`src/rtl/branch_sequencer.sv`:
```
// Branch resolution unit for RV32 B-type instructions.
// Accepts one instruction/PC pair, reads rs1/rs2 through a shared register-file
// port, evaluates the funct3 condition and presents next PC and status flags.
module branch_sequencer (
    input  logic        clk,
    input  logic        rst,
    input  logic        in_valid,
    output logic        in_ready,
    input  logic [31:0] instr,
    input  logic [31:0] pc,
    output logic        rf_req,
    output logic [4:0]  rf_addr,
    input  logic        rf_gnt,
    input  logic [31:0] rf_rdata,
    output logic        out_valid,
    input  logic        out_ready,
    output logic        taken,
    output logic [31:0] next_pc,
    output logic        illegal,
    output logic        misaligned
);

    typedef enum logic [2:0] {
        IDLE = 3'd0,
        RD1  = 3'd1,
        RD2  = 3'd2,
        EVAL = 3'd3,
        RESP = 3'd4
    } state_t;

    state_t state;
    state_t state_nxt;

    // Instruction fields and operands captured at accept
    logic               bad_q;
    logic [2:0]         funct3_q;
    logic [4:0]         rs1_q;
    logic [4:0]         rs2_q;
    logic signed [31:0] imm_q;
    logic [31:0]        pc_q;
    logic signed [31:0] op1;
    logic signed [31:0] op2;

    // Decode of the incoming word, only meaningful on the accept cycle
    logic               dec_bad;
    logic [4:0]         dec_rs1;
    logic [4:0]         dec_rs2;
    logic               accept;
    logic [31:0]        target;
    logic               cond;
    logic               take;

    // Opcode must be BRANCH; funct3 010/011 have no defined branch.
    function automatic logic is_illegal(input logic [6:0] opcode, input logic [2:0] f3);
        return (opcode != 7'b1100011) || (f3 == 3'b010) || (f3 == 3'b011);
    endfunction

    // Reassemble the scattered B-type immediate and sign-extend from bit 12.
    function automatic logic signed [31:0] b_imm(input logic [31:0] w);
        return {{19{w[31]}}, w[31], w[7], w[30:25], w[11:8], 1'b0};
    endfunction

    // Branch condition selected by funct3; illegal encodings evaluate false.
    function automatic logic branch_cond(input logic [2:0] f3,
                                         input logic signed [31:0] a,
                                         input logic signed [31:0] b);
        logic [31:0] ua;
        logic [31:0] ub;
        ua = a;
        ub = b;
        case (f3)
            3'b000:  return a == b;
            3'b001:  return a != b;
            3'b100:  return a < b;
            3'b101:  return a >= b;
            3'b110:  return ua < ub;
            3'b111:  return ua >= ub;
            default: return 1'b0;
        endcase
    endfunction

    assign dec_bad = is_illegal(instr[6:0], instr[14:12]);
    assign dec_rs1 = instr[19:15];
    assign dec_rs2 = instr[24:20];
    assign accept  = in_valid && in_ready;
    assign target  = pc_q + imm_q;
    assign cond    = branch_cond(funct3_q, op1, op2);
    assign take    = !bad_q && cond;

    // State register
    always_ff @(posedge clk) begin
        if (rst) begin
            state <= IDLE;
        end else begin
            state <= state_nxt;
        end
    end

    // Next-state decode and handshake/read-port outputs
    always_comb begin
        state_nxt = state;
        in_ready  = 1'b0;
        rf_req    = 1'b0;
        rf_addr   = 5'd0;
        out_valid = 1'b0;
        case (state)
            IDLE: begin
                in_ready = !rst;
                if (accept) begin
                    if (dec_bad || (dec_rs1 == 5'd0 && dec_rs2 == 5'd0)) begin
                        state_nxt = EVAL;
                    end else if (dec_rs1 != 5'd0) begin
                        state_nxt = RD1;
                    end else begin
                        state_nxt = RD2;
                    end
                end
            end
            RD1: begin
                rf_req  = 1'b1;
                rf_addr = rs1_q;
                if (rf_gnt) begin
                    state_nxt = (rs2_q != 5'd0) ? RD2 : EVAL;
                end
            end
            RD2: begin
                rf_req  = 1'b1;
                rf_addr = rs2_q;
                if (rf_gnt) begin
                    state_nxt = EVAL;
                end
            end
            EVAL: begin
                state_nxt = RESP;
            end
            RESP: begin
                out_valid = 1'b1;
                if (out_ready) begin
                    state_nxt = IDLE;
                end
            end
            default: begin
                state_nxt = IDLE;
            end
        endcase
    end

    // Capture fields on accept; operands default to x0 and fill on grants
    always_ff @(posedge clk) begin
        if (accept) begin
            bad_q    <= dec_bad;
            funct3_q <= instr[14:12];
            rs1_q    <= dec_rs1;
            rs2_q    <= dec_rs2;
            imm_q    <= b_imm(instr);
            pc_q     <= pc;
            op1      <= '0;
            op2      <= '0;
        end else if (state == RD1 && rf_gnt) begin
            op1 <= rf_rdata;
        end else if (state == RD2 && rf_gnt) begin
            op2 <= rf_rdata;
        end
    end

    // Result registers, loaded in EVAL and held through RESP
    always_ff @(posedge clk) begin
        if (rst) begin
            taken      <= 1'b0;
            next_pc    <= '0;
            illegal    <= 1'b0;
            misaligned <= 1'b0;
        end else if (state == EVAL) begin
            taken      <= take;
            next_pc    <= take ? target : pc_q + 32'd4;
            illegal    <= bad_q;
            misaligned <= take && (target[1:0] != 2'b00);
        end
    end

endmodule

```
`config.mk`:
```
export PLATFORM = sky130hd
export DESIGN_NAME = branch_sequencer
export DESIGN_NICKNAME = d
export VERILOG_FILES = /design/src/rtl/branch_sequencer.sv
export SDC_FILE = /design/constraint.sdc
export NUM_CORES = 1
export LEC_CHECK = 0
export CORE_MARGIN = 8
export CORE_UTILIZATION = 49
export DETAILED_ROUTE_END_ITERATION = 10
export GPL_ROUTABILITY_DRIVEN = 1
export MAX_ROUTING_LAYER = met4
export PLACE_DENSITY = 0.85
export SYNTH_ARGS = -nofsm -noshare
export SYNTH_HDL_FRONTEND = slang
export SYNTH_SLANG_ARGS = --single-unit
```
`constraint.sdc`:
```
create_clock -name clk -period 3.45 [get_ports clk]
set_input_delay 0.69 -clock clk [delete_from_list [all_inputs] [get_ports clk]]
set_output_delay 0.69 -clock clk [all_outputs]
set_load 0.01 [all_outputs]
```
==> metrics.yaml, run 1 <==
status: "finished clean"
synth-seq-cells: 160
synthTopCellsByArea: "dfxtp_1, edfxtp_1, ha_1, nand2_1, a21oi_1"
synth_cell_types: 69
grt_pass1_wl_um: 36200
gp_congestion: 0.915
finalInstanceArea_mm2: 0.0109
hold_viol: 0
syn_to_final_growth_pct: 25.7
clock_sinks: 160
track_usage: 0.209
async_flop_share: 0
clock_path_buffers: 2
drv_slew: 0
die_width_um: 149
worst-slew-pin-transition_ns: 0.578
ir_worst_vdd_uv: 406
dp_hpwl_um: 16300
cts_root_buf: "clkbuf_16"
drc: 0
final_nets: 1263
period_minus_slack_ns: 3.16
dp.cells: 1304
cts_buffers: 17
synth_nets: 1133
die_h_um: 149
grt_start_max_net_pins: 86
worst_ep_arrival_time_ns: 3.53
htreeDepth: 4
ys_warn_count: 0
place_area_mm2: 0.0102
rows: 48
final_antenna_net_count: 0
power.leakage_nw: 4.14
post_cts_buffers: 0
core_mm2: 0.0173
hold_slack_ns: 0.454
cap_violations: 0
insertion_delay_ns: 0.44
initial_core_util: 0.499
finalSetupViolations: 0
first_global_vias: 7427
fin_skew_ns: 0.0173
cp_max_fo: 45
min_path_type: "reg -> reg"
yosysMostFrequentCell: "nand2_1"
wirelength_um: 23000
port_buffers: 143
die_area_mm2: 0.0221
syn_area_mm2: 0.00864
yosysTopAreaCellShare: 0.236
synth_edf_count: 58
yosys_most_used_dff: "dfxtp_1"
rsz0062_at_grt: "yes"
clkTransAtPathRegs_ns: 0.08
firstDrtPassIters: 5
cts_tree: "done"
grt_overflow: 0
viasPerCell: 5.64
stdcell_count: 1337
ys_seq_area_frac: 0.438
layout_setup_ws_ns: 0.289
fin_util: 0.628
syn_avg_cell_area_um2: 8.93
max_slew_margin: 0.612
antenna_found_initial: 1
yosysTopAreaCell: "dfxtp_1"
vias: 7535
period_share: 0.916
final_layout_size_suffix_gt1_frac: 0.0594
cp-end-kind: "register"
place_ws_ns: 0.291
crit_type: "reg -> reg"
synthTopCellsByCount: "nand2_1, a21oi_1, dfxtp_1"
clock.fmax_ghz: 0.316
io_pins: 144
p_total_mw: 7.88
start_kind: "register"
required_ns: 3.82
routedWlPerCell_um: 17.2
syn_inst: 968
powerDensity_mw_per_mm2: 725
drt-initial-drc-count: 549
setup-tns-final_ns: 0
## registers in the layout (all words and copies together) (netlist names)
register	cells
bad_q	1
funct3_q	3
illegal	1
imm_q	12
misaligned	1
next_pc	32
op1	32
op2	32
pc_q	32
rs1_q	5
rs2_q	5
state	3
taken	1
## cells by family after synthesis
family / share of synthesized area
DFF: 0.438
xor gates and xnor gates: 0.0537
AOI/OAI and AO/OA: 0.182
buffers and inverters: 0.0456
adders and majority gates: 0.0936
muxes: 0.00579
and+or+nand+nor: 0.182
## power by group
part	internal, mW	switching (mW)
registers	2.49	0.329
logic	1.37	1.75
clock network	1.07	0.871
## layout make-up
type | instances | area, um2
Antenna cell | 1 | 2.50
Clock buffer | 20 | 489
Clock inverter | 12 | 125
Fill cell | 1391 | 6440
Inverter | 48 | 180
Multi-Input combinational cell | 716 | 4460
Sequential cell | 160 | 3780
Tap cell | 225 | 282
Timing Repair Buffer | 155 | 1530
## worst max-delay path, stage by stage, from the launching register on
cell,delay (ns)
dfxtp_1,0.33
inv_1,0.04
ha_1,0.30
a21o_1,0.19
a21o_1,0.16
a21oi_1,0.22
o31ai_1,0.16
nor3_2,0.22
mux2i_1,0.36
nand3_4,0.49
nor3_2,0.33
a21oi_1,0.07
a211oi_2,0.22
## worst paths after layout
kind	depth (start not counted)	slack, ns	from	end
min	2	0.45	next_pc[19]	next_pc[19]
min reg2reg	2	0.45	next_pc[19]	next_pc[19]
max	12	0.29	op2[29]	next_pc[3]
max reg2reg	12	0.29	op2[29]	next_pc[3]
## metal layers
layer  vias up  track usage  part of all wire
met5         -            -                 0
met4         0       0.0858             0.024
met3        45       0.0498             0.056
met2       248        0.344              0.49
met1      3577        0.243              0.43
li1       3665            -                 -
## what timing repair did
action	CTS	global route
hold endpoints to repair	0	0
gates resized for setup	0	0
hold buffers	0	0
endpoints found under the setup margin	0	1
## layout by cell type, fill, tap and decap left out, types with 6 or more instances in the layout
cell | Yosys | final
clkbuf_16 | 0 | 19
xnor2_1 | 32 | 32
nor2_1 | 56 | 56
ha_1 | 63 | 63
o21ai_1 | 22 | 22
nor2b_1 | 10 | 10
nand3_1 | 24 | 24
a21o_1 | 19 | 19
nand4_1 | 11 | 11
o21ai_0 | 16 | 16
a21oi_1 | 127 | 127
o211ai_1 | 9 | 9
nand2_1 | 183 | 183
buf_4 | 0 | 11
edfxtp_1 | 58 | 58
nor3_1 | 8 | 8
inv_1 | 48 | 48
xor2_1 | 21 | 21
inv_8 | 0 | 6
dfxtp_1 | 102 | 102
clkdlybuf4s50_1 | 0 | 143
a211oi_1 | 8 | 8
and3_1 | 13 | 13
(Power assumes the default switching activity.)
==> run 2, diff against run 1 <==
--- a/config.mk
+++ b/config.mk
@@ -5,7 +5,6 @@
 export SDC_FILE = /design/constraint.sdc
 export NUM_CORES = 1
 export LEC_CHECK = 0
-export CORE_MARGIN = 8
 export CORE_UTILIZATION = 49
 export DETAILED_ROUTE_END_ITERATION = 10
 export GPL_ROUTABILITY_DRIVEN = 1
==> run 2 against run 1 <==
  * Hold slack better by 0.00057 ns
  * Setup slack better by 0.075 ns
  * Fmax is 2.4% higher
  * Non-clock buffer count is 1 higher
  * Sequential cell count stayed put
  * Highest routed layer unchanged
  * Die area is 18% lower
==> metrics.yaml, run 2 (synthesis gave the netlist of run 1 again) <==
drt-initial-drc-count: 537  # -2.2%
n_antenna_cell: 0  # -1
grt_overflow: 0  # unchanged
cts_buffers: 17  # unchanged
final_nets: 1264  # +0.079%
mostFrequentLayoutCells: "nand2_1, clkdlybuf4s50_1, a21oi_1"
hold_viol: 0  # unchanged
pwr-share-comb: 0.399  # +0.004
hold_depth: 2  # unchanged
clock_sinks: 160  # unchanged
start_kind: "register"
seq_area_mm2: 0.00378  # unchanged
setup-tns-final_ns: 0  # unchanged
status: "finished clean"
period_minus_slack_ns: 3.09  # -0.0747 ns
min_path_type: "reg -> reg"
powerDensity_mw_per_mm2: 717  # -1.2%
cp-end-kind: "primary output"
final_antenna_net_count: 0  # unchanged
cap_violations: 0  # unchanged
antenna_found_initial: 0  # -1
routedWlPerCell_um: 16.2  # -5.8%
place_area_mm2: 0.0103  # +0.20%
grt_start_max_net_pins: 78  # -9.3%
p_sw_mw: 2.93  # -0.44%
fin_skew_ns: 0.0137  # -0.00359 ns
clock_path_buffers: 2  # unchanged
die_area_mm2: 0.0182  # -18%
min-delay-start: "op2[16]"
core_mm2: 0.0172  # -0.35%
required_ns: 2.76  # -1.06 ns
firstDrtPassIters: 6  # +1
first_global_vias: 7259  # -2.3%
cell_internal_pwr_mw: 4.83  # -1.9%
io_pins: 144  # unchanged
whs_endpoint: "op2[16]"
cts_root_buf: "clkbuf_16"
multi_input_area_mm2: 0.00446  # unchanged
swShare: 0.378  # +0.00353
clock.fmax_ghz: 0.324  # +2.4%
track_usage: 0.253  # +0.0435
cts_hold_buf: 0  # unchanged
port_buffers: 143  # unchanged
reg2reg_depth: 12  # unchanged
syn_to_final_growth_pct: 25.4
seqPwrFrac: 0.363  # +0.005
max_slew_margin: 0.575  # -0.0371
finalSetupViolations: 0  # unchanged
die_width_um: 135  # -9.4%
vias: 7533  # -0.027%
post_cts_buffers: 0  # unchanged
fillers: 1395  # +0.29%
initial_core_util: 0.501  # +0.00174
r2r-end: "next_pc[29]"
viasPerCell: 5.63  # about the same
power.leakage_nw: 4.13  # -0.16%
r2r-start: "op2[1]"
cts_resized: 0  # unchanged
grt_pass1_wl_um: 35100  # -3.1%
crit_type: "reg -> out"
htreeDepth: 4  # unchanged
insertion_delay_ns: 0.44  # about the same
worst_ep_arrival_time_ns: 2.40  # -1.13 ns
period_share: 0.894  # -0.0217
rows: 48  # unchanged
final_common_cell: "nand2_1"
r2r_setup_slack_ns: 0.40  # +0.11 ns
die_h_um: 135  # -9.4%
rsz0062_at_grt: "no"
gp_congestion: 0.908  # -0.69%
dp_hpwl_um: 15300  # -6.0%
cts_tree: "done"
wirelength_um: 21700  # -5.8%
drv_slew: 0  # unchanged
finalInstanceArea_mm2: 0.0108  # -0.21%
worst-slew-pin-transition_ns: 0.633  # +0.0553 ns
clkTransAtPathRegs_ns: 0.07  # about the same
ir_worst_vdd_uv: 576  # +42%
cp_max_fo: 10  # -78%
drc: 0  # unchanged
clkPwrFrac: 0.238  # -0.009
final_layout_size_suffix_gt1_frac: 0.0603  # +0.000846
-- run 2: cell count changes in the layout (fill, tap and decap cells not counted) --
cell	previous run	this run
inv_6	3	4
diode_2	1	0
clkbuf_16	19	17
buf_12	1	2
inv_4	1	3
inv_8	6	5
-- run 2: metrics by stage --
stage                      util  cells  worst slack (ns)  hold slack [ns]  total power, mW
after floorplan               -    968             0.639            0.436             5.00
after global placement    0.595   1305             0.536            0.438             5.75
after detailed placement  0.595   1305             0.451            0.446             5.90
after CTS                 0.629   1337             0.382            0.456             7.79
after global routing      0.629   1337             0.165            0.469             8.30
final                     0.629   1337             0.364            0.455             7.77
-- run 2: critical path, stage by stage, from the launching register on --
cell and delay, ns:
dfxtp_1 0.51, nor2b_1 0.56, a22oi_1 0.18, nor2_1 0.16, clkdlybuf4s50_1 0.56
-- run 2: power by group through the flow --
stage	logic [mW]	registers, mW	clock network, mW
2_1_floorplan	2.24	2.76	0
3_5_place_dp	3.05	2.85	0
4_1_cts	3.11	2.81	1.86
5_1_grt	3.48	2.87	1.94
3_3_place_gp	2.94	2.82	0
6_report	3.10	2.82	1.85
-- run 2: metal layers --
metal / GRT usage / routed length, um
met2: 0.419 / 10500
met3: 0.0469 / 1270
met4: 0.108 / 716
met5: - / 0
met1: 0.301 / 9140
-- run 2: final cells by class --
cell class	instances	share of cell area
multi-input combinational	716	0.412
clock buffer	18	0.0405
timing repair buffer	156	0.143
sequential	160	0.349
inverter	48	0.0166
tap	225	0.0260
clock inverter	14	0.0125
-- run 2: how the worst max path moves through the flow --
stage | from | to | slack [ns]
finish | state[1] | rf_addr[3] | 0.36
global route | state[1] | rf_addr[1] | 0.16
CTS | state[1] | rf_addr[1] | 0.38
detailed placement | op2[1] | next_pc[10] | 0.45
global placement | rst | in_ready | 0.54
floorplan | imm_q[12] | next_pc[29] | 0.64
==> run 3, diff against run 2 <==
--- a/config.mk
+++ b/config.mk
@@ -5,11 +5,11 @@
 export SDC_FILE = /design/constraint.sdc
 export NUM_CORES = 1
 export LEC_CHECK = 0
-export CORE_UTILIZATION = 49
+export CORE_UTILIZATION = 58
 export DETAILED_ROUTE_END_ITERATION = 10
 export GPL_ROUTABILITY_DRIVEN = 1
 export MAX_ROUTING_LAYER = met4
-export PLACE_DENSITY = 0.85
+export PLACE_DENSITY = 0.94
 export SYNTH_ARGS = -nofsm -noshare
 export SYNTH_HDL_FRONTEND = slang
 export SYNTH_SLANG_ARGS = --single-unit
==> constraint.sdc (replaced) <==
create_clock -name clk -period 3.9 [get_ports clk]
set_input_delay 0.78 -clock clk [delete_from_list [all_inputs] [get_ports clk]]
set_output_delay 0.78 -clock clk [all_outputs]
set_load 0.01 [all_outputs]
==> run 3 against run 2 <==
  * Via count rose by 2.0%
  * Setup slack improved by 0.085 ns
  * Largest power group unchanged
  * Combinational power is 10% lower
  * Register-to-register slack improved by 0.05 ns
  * Non-clock buffer count fell by 4
  * Clock power shrank 12%
  * Die area fell by 15%
  * Count of clock-buffer cells in the layout grew 3
  * Sequential cell count unchanged
==> metrics.yaml, run 3 (synthesis gave the netlist of run 1 again) <==
final_layout_size_suffix_gt1_frac: 0.0560  # -0.00430
status: "finished clean"
cts_root_buf: "clkbuf_16"
mostFrequentLayoutCells: "nand2_1, clkdlybuf4s50_1, a21oi_1"
rows: 44  # -8.3%
finalSetupViolations: 0  # unchanged
multi_input_area_mm2: 0.00446  # unchanged
drt-initial-drc-count: 714  # +33%
clock_path_buffers: 2  # unchanged
clkTransAtPathRegs_ns: 0.07  # about the same
io_pins: 144  # unchanged
port_buffers: 143  # unchanged
worst_ep_arrival_time_ns: 3.78  # +1.38 ns
grt_overflow: 0  # unchanged
cts_buffers: 17  # unchanged
cts_tree: "done"
antenna_found_initial: 0  # unchanged
final_nets: 1260  # -0.32%
post_cts_buffers: 0  # unchanged
vias: 7687  # +2.0%
seq_area_mm2: 0.00378  # unchanged
required_ns: 4.23  # +1.47 ns
fillers: 988  # -29%
drv_slew: 0  # unchanged
dp_hpwl_um: 15400  # +0.66%
cts_resized: 0  # unchanged
cp-end-kind: "register"
clock.fmax_ghz: 0.290
cts_hold_buf: 0  # unchanged
drc: 0  # unchanged
viasPerCell: 5.95  # +5.6%
htreeDepth: 4  # unchanged
rsz0062_at_grt: "no"
die_area_mm2: 0.0154  # -15%
final_common_cell: "nand2_1"
max_slew_margin: 0.246  # -0.328
start_kind: "register"
die_width_um: 124  # -8.0%
setup-tns-final_ns: 0  # unchanged
hold_viol: 0  # unchanged
grt_pass1_wl_um: 35500  # +1.1%
p_total_mw: 6.91  # -11%
crit_type: "reg -> reg"
core_mm2: 0.0145  # -16%
cap_violations: 0  # unchanged
powerDensity_mw_per_mm2: 643  # -10%
critPathLaunch: "op2[14]"
die_h_um: 124  # -8.0%
min-delay-start: "next_pc[19]"
power.leakage_nw: 4.10  # -0.74%
min_path_type: "reg -> reg"
syn_to_final_growth_pct: 24.3
period_share: 0.885
fin_skew_ns: 0.0116  # -0.00212 ns
firstDrtPassIters: 6  # unchanged
ir_worst_vdd_uv: 537  # -6.8%
initial_core_util: 0.594  # +0.0932
clock_sinks: 160  # unchanged
grt_start_max_net_pins: 86  # +10%
n_antenna_cell: 0  # unchanged
r2r-start: "op2[14]"
period_minus_slack_ns: 3.45
wirelength_um: 22300  # +2.7%
insertion_delay_ns: 0.44  # about the same
gp_congestion: 0.920  # +1.3%
first_global_vias: 7535  # +3.8%
final_antenna_net_count: 0  # unchanged
cp_max_fo: 14  # +4
routedWlPerCell_um: 17.2  # +6.3%
track_usage: 0.311  # +0.0576
worst-slew-pin-transition_ns: 1.13  # +0.494 ns
[run 3: changes by cell type in the layout (fill, tap and decap cells not counted)]
cell,previous run,this run
buf_12,2,1
clkinvlp_4,0,1
clkbuf_8,1,2
clkbuf_1,0,1
inv_6,4,2
buf_4,11,8
clkinv_8,1,0
clkinv_4,1,2
inv_8,5,2
inv_4,3,4
clkbuf_16,17,18
[run 3: final cells by class]
class,count,share of cell area
Sequential cell,160,0.352
Clock inverter,11,0.00839
Timing Repair Buffer,152,0.141
Inverter,48,0.0168
Multi-Input combinational cell,716,0.416
Tap cell,184,0.0214
Clock buffer,21,0.0448
[run 3: per-layer routing]
metal,up-vias,GRT usage,part of all wire
li1,3661,-,-
met1,3595,0.355,0.40
met2,346,0.504,0.49
met3,85,0.0673,0.075
met4,0,0.176,0.038
met5,-,-,0
[run 3: critical path: stages, from the launching register on]
cell,delay [ns]
dfxtp_1,0.34
inv_1,0.07
ha_1,0.33
a21oi_1,0.22
a21boi_0,0.17
o31a_1,0.30
nor3_2,0.29
mux2i_1,0.40
and3_1,0.68
o21ai_0,0.23
a32o_1,0.29
[run 3: path summary, 6_finish.rpt]
check                                    to  slack (ns)  cells past startpoint
worst max-delay path             next_pc[4]        0.45                     10
worst min-delay path            next_pc[19]        0.45                      2
worst max register to register   next_pc[4]        0.45                     10
worst min register to register  next_pc[19]        0.45                      2
[run 3: power by group]
| group | internal, mW | total, mW | switching (mW) |
|---|---|---|---|
| registers | 2.20 | 2.50 | 0.296 |
| clock network | 0.902 | 1.63 | 0.728 |
| logic | 1.20 | 2.78 | 1.58 |
| total | 4.31 | 6.91 | 2.60 |
[run 3: metrics by stage]
stage	instance area, um2	setup slack, ns	hold WS (ns)	utilization	std cells
2_1_floorplan	8640	0.0880	0.436	-	968
3_3_place_gp	10200	0.825	0.438	0.700	1260
3_5_place_dp	10200	0.679	0.447	0.700	1260
4_1_cts	10700	0.584	0.456	0.739	1292
5_1_grt	10700	0.335	0.470	0.739	1292
6_report	10700	0.450	0.454	0.739	1292
==> variant 1, RTL diff (settings of run 3) <==
Encoding of `state_t`: now Gray code (3 bits for 5 states).
--- a/src/rtl/branch_sequencer.sv
+++ b/src/rtl/branch_sequencer.sv
@@ -21,11 +21,11 @@
 );
 
     typedef enum logic [2:0] {
-        IDLE = 3'd0,
-        RD1  = 3'd1,
-        RD2  = 3'd2,
-        EVAL = 3'd3,
-        RESP = 3'd4
+        IDLE = 3'b000,
+        RD1  = 3'b001,
+        RD2  = 3'b011,
+        EVAL = 3'b010,
+        RESP = 3'b110
     } state_t;
 
     state_t state;
Function: same outputs for any inputs over 4 cycles, from zero or initial values and one cycle with rst high; so few cycles prove little.
==> variant 1 against run 3 <==
  * Sequential share of layout area grew 0.14 points
  * Worst setup slack gained 0.064 ns
  * Worst hold slack lost 0.0038 ns
  * Design area shrank 0.40%
  * Area after synthesis shrank 1.1%
  * Utilization grew 1.7 points
  * Critical path depth grew 1
  * Wire length shrank 4.3%
  * Sequential cell count is the same
Power is not compared: it rests on default switching activity, and its combinational part moved more than twofold at a synthesized area within 25%.
==> variant 1: results <==
group,metric,value,unit
outcome,status,"completed",
global_route,grt_pass1_vias,7276,
min_path,hold_start,"next_pc[21]",
timing,slew_headroom,21.2,%
layout,fillCellCount,949,
placed_design,place_inst,1234,
layout,drive_above_1_share,5.34,%
yosys,synthMuxAreaShare,2.23,%
min_path,min_to,"next_pc[21]",
setup_path,r2r_setup_slack,0.51,ns
yosys,synth_common_cells,"183 x nand2_1, 109 x a21oi_1, 102 x dfxtp_1, 63 x ha_1, 58 x edfxtp_1",
placed_design,pre_cts_ws,0.584,ns
setup_path,cpPeakStageDelay,0.60,ns
global_route,grt_first_pass_wirelength,33900,um
detailed_routing,routedWlPerCell,16.8,um
placed_design,hpwl,14700,um
yosys,synth-xor-area-share,5.64,%
timing,final.setup_skew,0.00966,ns
yosys,synth_area_leaders,"dfxtp_1 24%, edfxtp_1 20%, ha_1 9.2%, nand2_1 8.0%, a21oi_1 6.4%",
detailed_routing,drt_wl_total,21300,um
setup_path,slowest_stage,"edfxtp_1",
detailed_routing,drt_iter0_markers,437,
detailed_routing,dr.pass1.iters,5,
setup_path,r2r-start,"imm_q[12]",
setup_path,r2r_end,"next_pc[29]",
setup_path,critPathArrivalTime,3.74,ns
placed_design,placed_cell_area,10200,um^2
setup_path,r2r_cells,11,
global_route,grt_use_total,29.8,%
yosys,synthAdderAreaFrac,9.46,%
## variant 1: changes by cell type after synthesis, sizes merged, moves of 6 or more
cell    delta
or3        +6
a21oi     -20
a21o       -7
a211oi     +9
o21ai     -15
nor2      -15
xnor2      +6
mux2i     +14
o311ai     +6
## variant 1: metal layers
metal,wire length (um),global-route usage (%),up-vias
li1,-,-,3607
met1,9090,35.8,3490
met2,10500,49.2,274
met3,1240,5.81,40
met4,476,12.0,0
met5,0,-,-
## variant 1: how the worst max path moves through the flow
stage | start | endpoint | slack [ns] | depth (start not counted)
global placement | imm_q[12] | next_pc[29] | 0.67 | 11
CTS | imm_q[12] | next_pc[29] | 0.56 | 11
global route | imm_q[12] | next_pc[29] | 0.25 | 11
detailed placement | imm_q[12] | next_pc[29] | 0.58 | 11
finish | imm_q[12] | next_pc[29] | 0.51 | 11
floorplan | rst | bad_q | 0.24 | 3
## variant 1: where the power goes
part / total, uW / leakage [uW] / internal [uW] / switching (uW)
clock: 1530 / 0.000246 / 867 / 665
sequential: 1960 / 0.00136 / 1860 / 102
combinational: 930 / 0.00243 / 454 / 476
## variant 1: area by class of cell
class	count	area [um^2]	area share, %
clock buffers	20	437	4.08
multi-input cells	690	4430	41.4
clock inverters	12	93.8	0.877
flip-flops and latches	160	3780	35.4
repair buffers	156	1550	14.5
well taps	180	225	2.11
inverters	48	180	1.68
## variant 1: cells by family after synthesis
kind of cell               count (synthesis)
adders and majority gates                 64
AOI/OAI and AO/OA                        224
muxes                                     19
buffers and inverters                     89
xor gates and xnor gates                  55
DFF                                      160
and+or+nand+nor                          328
## variant 1: worst register-to-register path: cells and delay by family, from the launching register on
| family | cells | cell delay, ns |
|---|---|---|
| fa+ha+maj | 1 | 0.45 |
| compound gates | 9 | 1.86 |
| flops | 1 | 0.60 |
| simple gates | 1 | 0.39 |
==> variant 2, RTL diff (config.mk and constraints of run 3) <==
Without the edit above. Make the reset (`rst`) asynchronous in 2 clocked blocks.
--- a/src/rtl/branch_sequencer.sv
+++ b/src/rtl/branch_sequencer.sv
@@ -88,7 +88,7 @@
     assign take    = !bad_q && cond;
 
     // State register
-    always_ff @(posedge clk) begin
+    always_ff @(posedge clk or posedge rst) begin
         if (rst) begin
             state <= IDLE;
         end else begin
@@ -164,7 +164,7 @@
     end
 
     // Result registers, loaded in EVAL and held through RESP
-    always_ff @(posedge clk) begin
+    always_ff @(posedge clk or posedge rst) begin
         if (rst) begin
             taken      <= 1'b0;
             next_pc    <= '0;
Formal check against the unedited RTL: differs if rst is asserted again (counterexample within 4 cycles, from zero or initial values and one cycle with rst high); with rst held inactive, the same outputs for 4 cycles.
==> variant 2 against run 3 <==
  * Power grew 7.1%
  * Count of clock-buffer cells in the layout is the same
  * Sequential cell count is the same
  * Design area grew 0.78%
  * Area after synthesis grew 0.39%
  * Worst setup slack gained 0.089 ns
  * First-iteration DRC count shrank 32%
  * Wire length shrank 6.7%
==> variant 2: results <==
group,metric,value,unit
yosys,synthMuxAreaShare,3.52,%
outcome,status,"completed",
detailed_routing,dr.pass1.iters,5,
timing,worst_pin_slew,0.685,ns
yosys,yosysUniqueCellTypes,61,
setup_path,r2r_cells,13,
yosys,synth_nets,1094,
power_and_ir_drop,p_leak,0.00445,uW
timing,final.setup_skew,0.00872,ns
timing,hold_slack,0.455,ns
layout,clk_share,5.03,%
global_route,grt_use_total,28.8,%
yosys,synth_common_cells,"196 x nand2_1, 104 x a21oi_1, 64 x dfxtp_1, 63 x ha_1, 58 x edfxtp_1",
layout,multi_input_comb_cells,689,
setup_path,critPathArrivalTime,3.72,ns
yosys,synth_area_leaders,"edfxtp_1 20%, dfxtp_1 15%, dfrtp_1 11%, ha_1 9.1%, nand2_1 8.5%",
yosys,synth_area,8670,um^2
setup_path,critPathMaxFanout,34,
yosys,yosysSeqAreaShare,45.8,%
global_route,grt_antenna_before_repair,1,
layout,fin_nets,1228,
min_path,hold_start,"op2[3]",
layout,multi_input_comb_area,4380,um^2
yosys,synthAdderAreaFrac,9.32,%
detailed_routing,drt_wl_total,20800,um
min_path,min_to,"op2[3]",
layout,antennaDiodeCount,1,
power_and_ir_drop,ir_drop,511,uV
detailed_routing,viasPerCell,5.80,
layout,inverters,41,
global_route,grt_pass1_vias,7403,
==> variant 2: cell types whose count changed after synthesis, sizes merged, moves of 11 or more <==
| cell | before | now |
|---|---|---|
| dfrtp | 0 | 38 |
| dfxtp | 102 | 64 |
| a21oi | 129 | 104 |
| mux2i | 5 | 29 |
| nor2 | 57 | 34 |
| nand2 | 185 | 196 |
==> variant 2: layer usage <==
layer	track usage [%]	wire length (um)	vias to the layer above	share of wire [%]
met5	-	0	-	0
met2	48.3	10600	291	51
met3	5.84	1210	52	5.8
met1	33.0	8420	3429	41
li1	-	-	3538	-
met4	13.5	538	0	2.6
==> variant 2: worst max-delay path, cell delays in order (launching register included) <==
cell and delay (ns):
dfxtp_1 0.34, inv_1 0.05, ha_1 0.31, nand4_1 0.15, or4_4 0.60, nor4_4 0.31, o31ai_2 0.15, a211o_1 0.30
and3_1 0.15, nor3_2 0.19, nor2b_4 0.07, buf_12 0.19, or3_1 0.38, nand3_1 0.09
==> variant 2: worst max path at each step <==
stage | startpoint | to | slack [ns]
after CTS | op2[27] | next_pc[31] | 0.51
after floorplan | rst | bad_q | 0.23
final | op2[27] | next_pc[31] | 0.54
after detailed placement | op2[27] | next_pc[31] | 0.54
after global routing | pc_q[4] | next_pc[30] | 0.29
after global placement | op2[27] | next_pc[31] | 0.68
==> variant 2: power breakdown <==
part / switching (uW) / total, uW / internal (uW)
registers: 367 / 2680 / 2320
clock network: 687 / 1560 / 873
logic: 1700 / 3150 / 1460
total: 2750 / 7400 / 4650
==> variant 2: metrics by stage <==
stage	std cells	cell area (um^2)	util (%)
finish	1260	10800	74.2
floorplan	929	8670	-
CTS	1259	10800	74.2
global placement	1228	10300	70.5
global route	1260	10800	74.2
detailed placement	1228	10300	70.5
